$ cat src/rtl/game_flow_ctrl.sv
// Game sequencer: owns the IDLE/PLAY/PAUSE/OVER flow, the floor-scroll divider,
// the life counter, the BCD floor score and one-shot buzzer requests.
module game_flow_ctrl #(
  parameter int DIV_BASE  = 1_000_000,
  parameter int DIV_W     = 20,
  parameter int MAX_LIVES = 10,
  parameter int SPIKE_DMG = 3
) (
  input  logic        clk_50m,
  input  logic        rst,
  input  logic        restart,
  input  logic        pause,
  input  logic [1:0]  sw,
  input  logic        land_hit,
  input  logic        spike_hit,
  input  logic        fall_out,
  output logic [1:0]  game_state,
  output logic        run,
  output logic        scroll_tick,
  output logic [3:0]  lives,
  output logic [11:0] score_bcd,
  output logic [1:0]  sfx_req
);

  typedef enum logic [1:0] {
    IDLE  = 2'd0,
    PLAY  = 2'd1,
    PAUSE = 2'd2,
    OVER  = 2'd3
  } state_t;

  localparam logic [3:0] LIVES_MAX = 4'(MAX_LIVES);
  localparam logic [3:0] DMG       = 4'(SPIKE_DMG);

  state_t           state_reg;
  logic [DIV_W-1:0] cnt_reg;
  logic [3:0]       lives_reg;
  logic [11:0]      score_reg;
  logic             tick_reg;
  logic             run_reg;
  logic [1:0]       sfx_reg;

  logic [DIV_W-1:0] period_m1;
  logic             tick_due;
  logic [3:0]       lives_heal;
  logic [3:0]       lives_dmg;
  logic             leave_play;
  logic [3:0]       carry;
  logic [11:0]      score_inc;
  logic [11:0]      score_sat;

  // The >= compare lets a speed increase mid-count fire on the next PLAY cycle.
  assign period_m1 = DIV_W'((DIV_BASE >> sw) - 1);
  assign tick_due  = (cnt_reg >= period_m1);

  assign lives_heal = (lives_reg >= LIVES_MAX) ? LIVES_MAX : lives_reg + 4'd1;
  assign lives_dmg  = (lives_reg > DMG) ? lives_reg - DMG : 4'd0;

  // BCD ripple increment; a carry out of the top digit means the score is 999.
  assign carry[0] = 1'b1;
  generate
    for (genvar gi = 0; gi < 3; gi++) begin : g_bcd
      logic [3:0] digit;
      assign digit = score_reg[gi*4 +: 4];
      assign score_inc[gi*4 +: 4] = carry[gi] ? ((digit == 4'd9) ? 4'd0 : digit + 4'd1) : digit;
      assign carry[gi+1] = carry[gi] & (digit == 4'd9);
    end
  endgenerate
  assign score_sat = carry[3] ? score_reg : score_inc;

  assign leave_play = fall_out
                    | (spike_hit & (lives_dmg == 4'd0))
                    | (!land_hit & !spike_hit & pause);

  always_ff @(posedge clk_50m) begin
    if (rst) begin
      state_reg <= IDLE;
      cnt_reg   <= '0;
      lives_reg <= LIVES_MAX;
      score_reg <= '0;
      tick_reg  <= 1'b0;
      run_reg   <= 1'b0;
      sfx_reg   <= 2'b00;
    end else begin
      tick_reg <= 1'b0;
      sfx_reg  <= 2'b00;
      if (restart) begin
        state_reg <= PLAY;
        cnt_reg   <= '0;
        lives_reg <= LIVES_MAX;
        score_reg <= '0;
        run_reg   <= 1'b1;
      end else begin
        case (state_reg)
          PLAY: begin
            if (!leave_play) begin
              if (tick_due) begin
                tick_reg <= 1'b1;
                cnt_reg  <= '0;
              end else begin
                cnt_reg <= cnt_reg + 1'b1;
              end
            end
            if (fall_out) begin
              state_reg <= OVER;
              run_reg   <= 1'b0;
              sfx_reg   <= 2'b11;
            end else if (spike_hit) begin
              if (land_hit) score_reg <= score_sat;
              lives_reg <= lives_dmg;
              if (lives_dmg == 4'd0) begin
                state_reg <= OVER;
                run_reg   <= 1'b0;
                sfx_reg   <= 2'b11;
              end else begin
                sfx_reg <= 2'b10;
              end
            end else if (land_hit) begin
              score_reg <= score_sat;
              lives_reg <= lives_heal;
              sfx_reg   <= 2'b01;
            end else if (pause) begin
              state_reg <= PAUSE;
              run_reg   <= 1'b0;
            end
          end
          PAUSE: begin
            if (!pause) begin
              state_reg <= PLAY;
              run_reg   <= 1'b1;
            end
          end
          default: ;
        endcase
      end
    end
  end

  assign game_state  = state_reg;
  assign run         = run_reg;
  assign scroll_tick = tick_reg;
  assign lives       = lives_reg;
  assign score_bcd   = score_reg;
  assign sfx_req     = sfx_reg;

endmodule

$ cat config.mk
export PLATFORM = sky130hd
export DESIGN_NAME = game_flow_ctrl
export DESIGN_NICKNAME = d
export VERILOG_FILES = /design/src/rtl/game_flow_ctrl.sv
export SDC_FILE = /design/constraint.sdc
export NUM_CORES = 1
export LEC_CHECK = 0
export ABC_AREA = 1
export CELL_PAD_IN_SITES_DETAIL_PLACEMENT = 0
export CELL_PAD_IN_SITES_GLOBAL_PLACEMENT = 1
export CORE_MARGIN = 10
export CORE_UTILIZATION = 51
export CTS_BUF_LIST = sky130_fd_sc_hd__clkbuf_4
export DETAILED_ROUTE_END_ITERATION = 12
export DONT_BUFFER_PORTS = 1
export PLACE_DENSITY_LB_ADDON = 0.1
export SLEW_MARGIN = 30
export SYNTH_ARGS = -nofsm -noshare
export SYNTH_HDL_FRONTEND = slang
export SYNTH_SLANG_ARGS = --single-unit
export TNS_END_PERCENT = 30
$ cat constraint.sdc
create_clock -name clk_50m -period 4.2 [get_ports clk_50m]
set_input_delay 0.84 -clock clk_50m [delete_from_list [all_inputs] [get_ports clk_50m]]
set_output_delay 0.84 -clock clk_50m [all_outputs]
set_load 0.05 [all_outputs]
==> results of run 1 <==
==> metrics by stage <==
stage / std cells / cell area (um^2) / setup WS [ns] / hold slack (ns)
final: 482 / 2880 / 1.64 / 0.542
after global routing: 482 / 2880 / 1.38 / 0.514
after CTS: 482 / 2880 / 1.62 / 0.523
after detailed placement: 474 / 2830 / 1.24 / 0.540
after global placement: 474 / 2830 / 1.33 / 0.529
after floorplan: 408 / 2770 / 1.75 / 0.512
==> final cells by class <==
type / count / area, um^2
inverter: 67 / 251
clock inverter: 3 / 11.3
multi-input combinational: 295 / 1650
tap: 70 / 87.6
clock buffer: 5 / 37.5
sequential: 42 / 841
fill: 507 / 2290
==> path summary, 6_finish.rpt <==
check	to	slack, ns	depth (start not counted)
setup / recovery	cnt_reg[17]	1.64	14
hold / removal	run	0.54	1
setup reg to reg	cnt_reg[17]	1.65	8
hold reg to reg	cnt_reg[19]	0.56	4
==> cell families after synthesis <==
family          Yosys count  share of synthesized area
simple gates            209                      0.335
buf+inv                  71                     0.0999
compound gates           42                     0.0822
flops                    42                      0.304
fa+ha+maj                31                      0.140
xor+xnor                 12                     0.0380
other cells               1                    0.00135
==> metal layers <==
metal  global-route usage  share of wire
met3               0.0456          0.057
met2                0.230           0.48
met1                0.163           0.45
met5                    0              0
met4               0.0544          0.019
==> worst max-delay path, delay by kind of cell <==
kind,cells,cell delay [ns]
fa+ha+maj,3,0.73
buf+inv,2,0.15
simple gates,9,1.06
==> power by group <==
| group | switching [mW] | total [mW] | internal, mW |
|---|---|---|---|
| clock network | 0.129 | 0.189 | 0.0599 |
| registers | 0.0208 | 0.424 | 0.403 |
| logic | 0.0422 | 0.0627 | 0.0205 |
==> layout by cell type, fill, tap and decap left out, types with 2 or more instances in the layout <==
cell type  count
inv_1         65
dfxtp_1       42
nor2_1        53
a21o_1         2
or2_2          2
nand4_1        7
xnor2_1        5
nor3_1         3
a21oi_1       23
nor2_2         4
clkbuf_4       5
nand2_1      101
clkinv_1       4
xor2_1         7
and3_1         2
ha_1          31
o21ai_0       11
nand3_1       30
==> impl_metrics.json, run 1 <==
{
  "path_cells": "inv_1 > ha_1 > inv_1 > ha_1 > ha_1 > nand2_1 > nor2_1 > nand2_1 > nor2_1 > nor2_1 > nand2_1 > nand2_1 > nand2_1 > nor2_1",
  "p_per_area_nw_per_um2": 234,
  "worstSetupStartpointType": "primary input",
  "crit_required_ns": 4.43,
  "ant_nets": 0,
  "holdBufCountCts": 0,
  "h-tree-depth": 2,
  "fp-row-count": 26,
  "clock_path_buffers": 2,
  "routed_via_density": 5.04,
  "initial_core_util": 0.535,
  "grt_pass1_vias": 2266,
  "synth_area_per_cell_um2": 6.79,
  "final_core_util": 0.557,
  "numClockSinks": 42,
  "synth_cells": 408,
  "path_clk_slew_ns": 0.12,
  "core-area_um2": 5170,
  "setup_tns_ns": 0,
  "drive_gt1_frac": 0.0413,
  "outcome": "finished, final reports clean",
  "critPathMaxStageDelay_ns": 0.53,
  "ir_drop_mv": 0.150,
  "dr.pass1.iters": 4,
  "num_vias": 2431,
  "yosysTopAreaCell": "dfxtp_1",
  "power.total_mw": 0.675,
  "period_minus_slack_ns": 2.56,
  "ys_types": 35,
  "yosys_warnings": 0,
  "die_y_um": 93.7,
  "cts_resized": 0,
  "synth_area_leaders": "dfxtp_1 30%, ha_1 14%, nand2_1 14%, inv_1 8.8%, nor2_1 7.2%",
  "hold_start": "rst",
  "num_io_pins": 31,
  "synth_top_area_frac": 0.304,
  "die_x_um": 93.7,
  "fmax_ghz": 0.391,
  "antenna-diode-count": 0,
  "place_hpwl_mm": 4.66,
  "cts_made_buffers": 5,
  "finalCritPeriodShare": 0.609,
  "worstMarginPinSlew_ns": 0.892,
  "post-cts-setup-buffers": 0,
  "wl_mm": 5.88,
  "drc": 0,
  "grt_use_total": 0.139,
  "overflow": 0,
  "hold_viol": 0,
  "hp-class": "primary input to flop",
  "cp-end-kind": "flop",
  "io_buffers": 0,
  "ys.flop_type": "dfxtp_1",
  "largest_register_ffs": 20,
  "crit_path_start": "sw[0]",
  "yosysSeqAreaShare": 0.304,
  "cts-root-buf": "clkbuf_4",
  "place_congestion": 0.777,
  "critical_path_peak_fanout": 20,
  "clk_latency_ns": 0.35,
  "setup_viol": 0,
  "relSlewSlack": 0.403,
  "crit_path_frequent_cell": "nand2_1",
  "synth_edf_count": 0,
  "p_leak_nw": 1.30,
  "criticalPathCategory": "primary input to flop",
  "antenna_found_initial": 0,
  "synth_nets": 448,
  "grt_start_max_net_pins": 21,
  "die-area_um2": 8780,
  "cts_tree": "done",
  "cp.arrival_ns": 2.78,
  "netlist_area_um2": 2770,
  "grt_pass1_wl_mm": 10.2,
  "r2r-start": "game_state[0]",
  "wl_per_cell_um": 12.2,
  "drv_slew": 0,
  "synthArstFlopShare": 0,
  "nNetsFinal": 451,
  "finalClockSkew_ns": 0.00808,
  "drt-initial-drc-count": 112,
  "slowest_stage": "nand2_1",
  "synth_most_common_cell": "nand2_1",
  "area_delta_synth_final_pct": 4.02,
  "maxCapViolCount": 0,
  "synth_common_cells": "101 x nand2_1, 65 x inv_1, 53 x nor2_1, 42 x dfxtp_1, 31 x ha_1",
  "rsz0062_at_grt": "no",
  "synth_seq_cells": 42
}
No activity file was read; power rests on OpenSTA's default activity.
==> run 2: changes to the inputs <==
- CORE_UTILIZATION: 51 -> 43
- clock period: 4.2 -> 2.15 ns (I/O delays scaled with it)
==> run 2 against run 1 <==
Clock power rose to 2.8 times the previous value; register-to-register slack worse by 1.3 ns; final cell count is 6.2% higher; sequential share of layout area fell by 2.0 points; via count rose by 0.49%; cell area increased by 7.5%; sequential power up 90%; non-clock buffer count is 23 higher; core utilization decreased by 6.7 points; critical path type unchanged.
==> impl_metrics.json, run 2 (synthesis results as in run 1) <==
{
  "place_congestion": 0.812,
  "cts_made_buffers": 5,
  "final_common_cell": "nand2_1",
  "final_cell_mix": "101 x nand2_1, 65 x inv_1, 53 x nor2_1, 42 x dfxtp_1, 31 x ha_1",
  "largest_register_ffs": 20,
  "numClockSinks": 42,
  "stdcell_count": 512,
  "initial_core_util": 0.439,
  "worstMarginPinSlew_ns": 0.638,
  "maxCapViolCount": 0,
  "setup_ws_ns": 0.368,
  "dr.pass1.iters": 4,
  "h-tree-depth": 2,
  "finalCritPeriodShare": 0.829,
  "multiInputGateArea_um2": 1650,
  "criticalPathCategory": "primary input to flop",
  "overflow": 0,
  "post-place-ws_ns": -0.0290,
  "slowest_stage": "ha_1",
  "fp-row-count": 29,
  "p_leak_nw": 1.44,
  "hold_viol": 0,
  "timing.hold.ws_ns": 0.120,
  "cp-endpoint": "cnt_reg[7]",
  "critPathTopFamily": "adder cells",
  "regArea_um2": 841,
  "crit_buf_inv": 3,
  "ant_nets": 0,
  "worst_r2r_endpoint": "cnt_reg[15]",
  "power.total_mw": 1.49,
  "cp-end-kind": "flop",
  "die_y_um": 100,
  "holdBufCountCts": 0,
  "rsz0062_at_grt": "no",
  "io_buffers": 0,
  "area_delta_synth_final_pct": 11.8,
  "cts_resized": 0,
  "crit_path_start": "sw[0]",
  "grt_start_max_net_pins": 14,
  "final_core_util": 0.490,
  "drt-initial-drc-count": 71,
  "clock_path_buffers": 2,
  "worstSetupStartpointType": "primary input",
  "path_clk_slew_ns": 0.13,
  "fillers": 660,
  "core-area_um2": 6310,
  "antenna-diode-count": 0,
  "wl_per_cell_um": 11.8,
  "die_x_um": 100,
  "period_minus_slack_ns": 1.78,
  "path_cells": "inv_1 > ha_1 > inv_1 > ha_1 > ha_1 > nand2_1 > nor2_1 > nand2_1 > nor2_1 > nor2_1 > nand2_1 > nand2_1 > nand2_1 > buf_4 > nor2_1",
  "grt_pass1_wl_mm": 10.5,
  "grt_use_total": 0.126,
  "antenna_found_initial": 0,
  "ir_drop_mv": 0.319,
  "hp-class": "primary input to flop",
  "die-area_um2": 10000,
  "crit_required_ns": 2.42,
  "num_vias": 2443,
  "grt_pass1_vias": 2336,
  "num_io_pins": 31,
  "cp.arrival_ns": 2.05,
  "routed_via_density": 4.77,
  "clk_latency_ns": 0.35,
  "setup_viol": 0,
  "p_per_area_nw_per_um2": 482,
  "r2r_slack_ns": 0.39,
  "nNetsFinal": 474,
  "ff2ff_path_depth": 9,
  "wl_mm": 6.03,
  "drv_slew": 0,
  "fmax_ghz": 0.561,
  "drc": 0,
  "finalClockSkew_ns": 0.00804,
  "path_depth": 15,
  "cts-root-buf": "clkbuf_4",
  "outcome": "finished, final reports clean",
  "critical_path_peak_fanout": 7,
  "cts_tree": "done",
  "post-cts-setup-buffers": 0,
  "r2r-start": "game_state[1]",
  "crit_path_frequent_cell": "nand2_1",
  "drive_gt1_frac": 0.0989,
  "placed_cells": 504,
  "relSlewSlack": 0.574,
  "critPathMaxStageDelay_ns": 0.27,
  "place_hpwl_mm": 4.85
}
==> run 2: how the worst min path moves through the flow <==
stage                     depth (start not counted)    startpoint             to  slack, ns
final                                             1           rst            run       0.12
after CTS                                         1           rst            run       0.10
after detailed placement                          2  score_bcd[5]   score_bcd[5]       0.49
after global routing                              1           rst            run       0.08
after floorplan                                   1           rst  game_state[0]       0.50
after global placement                            2  score_bcd[5]   score_bcd[5]       0.48
==> run 2: layout make-up <==
class,count,share of cell area
tap,77,0.0311
inverter,67,0.0812
sequential,42,0.272
multi-input combinational,295,0.534
timing repair buffer,23,0.0558
clock buffer,6,0.0146
clock inverter,2,0.0121
==> run 2: report_power, final <==
group | total (mW) | switching [mW] | internal (mW)
clock network | 0.530 | 0.272 | 0.258
logic | 0.157 | 0.105 | 0.0519
registers | 0.806 | 0.0182 | 0.788
total | 1.49 | 0.395 | 1.10
==> run 2: layer usage <==
| layer | vias to the layer above | part of all wire | GRT usage |
|---|---|---|---|
| met3 | 5 | 0.057 | 0.0412 |
| met5 | - | 0 | 0 |
| met2 | 33 | 0.47 | 0.211 |
| met1 | 1068 | 0.46 | 0.147 |
| met4 | 0 | 0.012 | 0.0424 |
| li1 | 1337 | - | - |
==> run 2: stage by stage <==
step	TNS [ns]	area, um^2
floorplan	0	2770
detailed placement	-0.417	3010
finish	0	3100
CTS	0	3100
global route	0	3100
global placement	-0.0382	3010
==> run 3: changes to the inputs <==
- CORE_UTILIZATION: 43 -> 47
- clock period: 2.15 -> 1.9 ns (I/O delays scaled with it)
==> run 3 against run 2 <==
Flip-flop and latch count stayed put; sequential share of layout area is 0.26 points lower; combinational power is 20% higher; clock power is 17% lower; count of clock-buffer cells in the layout stayed put; critical path depth is 4 lower; cell area is 0.97% higher; final cell count is 0.20% higher; sequential power is 13% higher; core utilization is 6.7 points higher; first-iteration DRC count is 79% higher; worst hold slack worse by 0.035 ns; critical path type is now flop to flop; largest cell class unchanged.
==> impl_metrics.json, run 3 (synthesis results as in run 1) <==
{
  "hold_viol": 0,
  "relSlewSlack": 0.657,
  "antenna-diode-count": 0,
  "path_cells": "inv_1 > ha_1 > nand2_1 > inv_1 > nand3_4 > buf_4 > nor2_8 > nand3_1 > nand2_1 > nand2_1 > nor2_1",
  "core-area_um2": 5610,
  "critical_path_peak_fanout": 7,
  "wl_mm": 5.86,
  "routed_via_density": 4.77,
  "drt-initial-drc-count": 127,
  "die-area_um2": 9360,
  "setup_tns_ns": 0,
  "area_delta_synth_final_pct": 12.9,
  "rsz0062_at_grt": "no",
  "fillers": 557,
  "critPathMaxStageDelay_ns": 0.33,
  "dr.pass1.iters": 6,
  "setup_viol": 0,
  "cts-root-buf": "clkbuf_4",
  "fmax_ghz": 0.596,
  "grt_pass1_wl_mm": 10.1,
  "num_vias": 2448,
  "die_x_um": 96.8,
  "critPathTopFamily": "simple AND/OR/NAND/NOR gates",
  "crit_path_frequent_cell": "nand2_1",
  "placed_cells": 505,
  "power_frac_seq": 0.591,
  "swShare": 0.278,
  "numClockSinks": 42,
  "final_common_cell": "nand2_1",
  "p_switching_mw": 0.428,
  "h-tree-depth": 2,
  "final_core_util": 0.557,
  "ant_nets": 0,
  "grt_pass1_vias": 2238,
  "fp-row-count": 27,
  "die_y_um": 96.8,
  "p_leak_nw": 1.45,
  "num_io_pins": 31,
  "finish.instance_area_um2": 3130,
  "io_buffers": 0,
  "cts_made_buffers": 5,
  "place_hpwl_mm": 4.78,
  "worstMarginPinSlew_ns": 0.514,
  "r2r_slack_ns": 0.22,
  "path_clk_slew_ns": 0.13,
  "cp-end-kind": "flop",
  "maxCapViolCount": 0,
  "period_minus_slack_ns": 1.68,
  "stdcell_count": 513,
  "drive_gt1_frac": 0.120,
  "grt_start_max_net_pins": 13,
  "grt_use_total": 0.124,
  "post-cts-setup-buffers": 0,
  "wl_per_cell_um": 11.4,
  "cp.arrival_ns": 1.97,
  "clock_path_buffers": 2,
  "placed_area_um2": 3070,
  "p_per_area_nw_per_um2": 492,
  "power_frac_clock": 0.286,
  "outcome": "finished, final reports clean",
  "hp-class": "primary input to flop",
  "criticalPathCategory": "flop to flop",
  "ir_drop_mv": 0.282,
  "worstSetupStartpointType": "flop",
  "power_frac_comb": 0.123,
  "largest_register_ffs": 20,
  "slowest_stage": "dfxtp_1",
  "crit_required_ns": 2.19,
  "initial_core_util": 0.494,
  "clk_latency_ns": 0.35,
  "place_congestion": 0.799,
  "power.total_mw": 1.54,
  "drv_slew": 0,
  "overflow": 0,
  "antenna_found_initial": 0,
  "crit_buf_inv": 3,
  "final_cell_mix": "100 x nand2_1, 64 x inv_1, 51 x nor2_1, 42 x dfxtp_1",
  "finalClockSkew_ns": 0.0130,
  "cell_internal_pwr_mw": 1.11,
  "nNetsFinal": 480,
  "cts_tree": "done",
  "finalCritPeriodShare": 0.883,
  "drc": 0
}
-- run 3: timing repair --
item | CTS | global route
gates resized for setup | 0 | 2
hold buffers | 0 | 0
setup endpoints to repair | 0 | 13
-- run 3: final timing paths --
path | from | endpoint | depth (start not counted)
max | game_state[1] | cnt_reg[12] | 11
max reg2reg | game_state[1] | cnt_reg[12] | 11
min reg2reg | score_bcd[5] | score_bcd[5] | 2
min | rst | run | 1
-- run 3: area by class of cell --
| cell class | count | area, um^2 | share of cell area |
|---|---|---|---|
| timing repair buffer | 29 | 218 | 0.0697 |
| sequential | 42 | 841 | 0.269 |
| clock inverter | 2 | 8.76 | 0.00280 |
| multi-input combinational | 295 | 1670 | 0.535 |
| inverter | 67 | 251 | 0.0805 |
| clock buffer | 6 | 45.0 | 0.0144 |
| tap | 72 | 90.1 | 0.0288 |
-- run 3: layer usage --
layer	track usage	up-vias	share of wire
li1	-	1347	-
met1	0.145	1057	0.46
met2	0.207	39	0.48
met3	0.0433	5	0.056
met4	0.0349	0	0.0063
met5	0	-	0
-- run 3: power by group through the flow --
stage               clock network [mW]  logic (mW)  registers (mW)
detailed placement                   0       0.191           0.929
finish                           0.439       0.189           0.909
global route                     0.499       0.215           0.911
CTS                              0.471       0.191           0.910
global placement                     0       0.189           0.929
floorplan                            0       0.120           0.953
-- run 3: metrics by stage --
step / setup slack (ns) / hold WS (ns)
after floorplan: 0.00284 / 0.449
after global placement: -0.123 / 0.451
after detailed placement: -0.167 / 0.452
after CTS: 0.111 / 0.0573
after global routing: 0.0214 / 0.0561
final: 0.222 / 0.0852
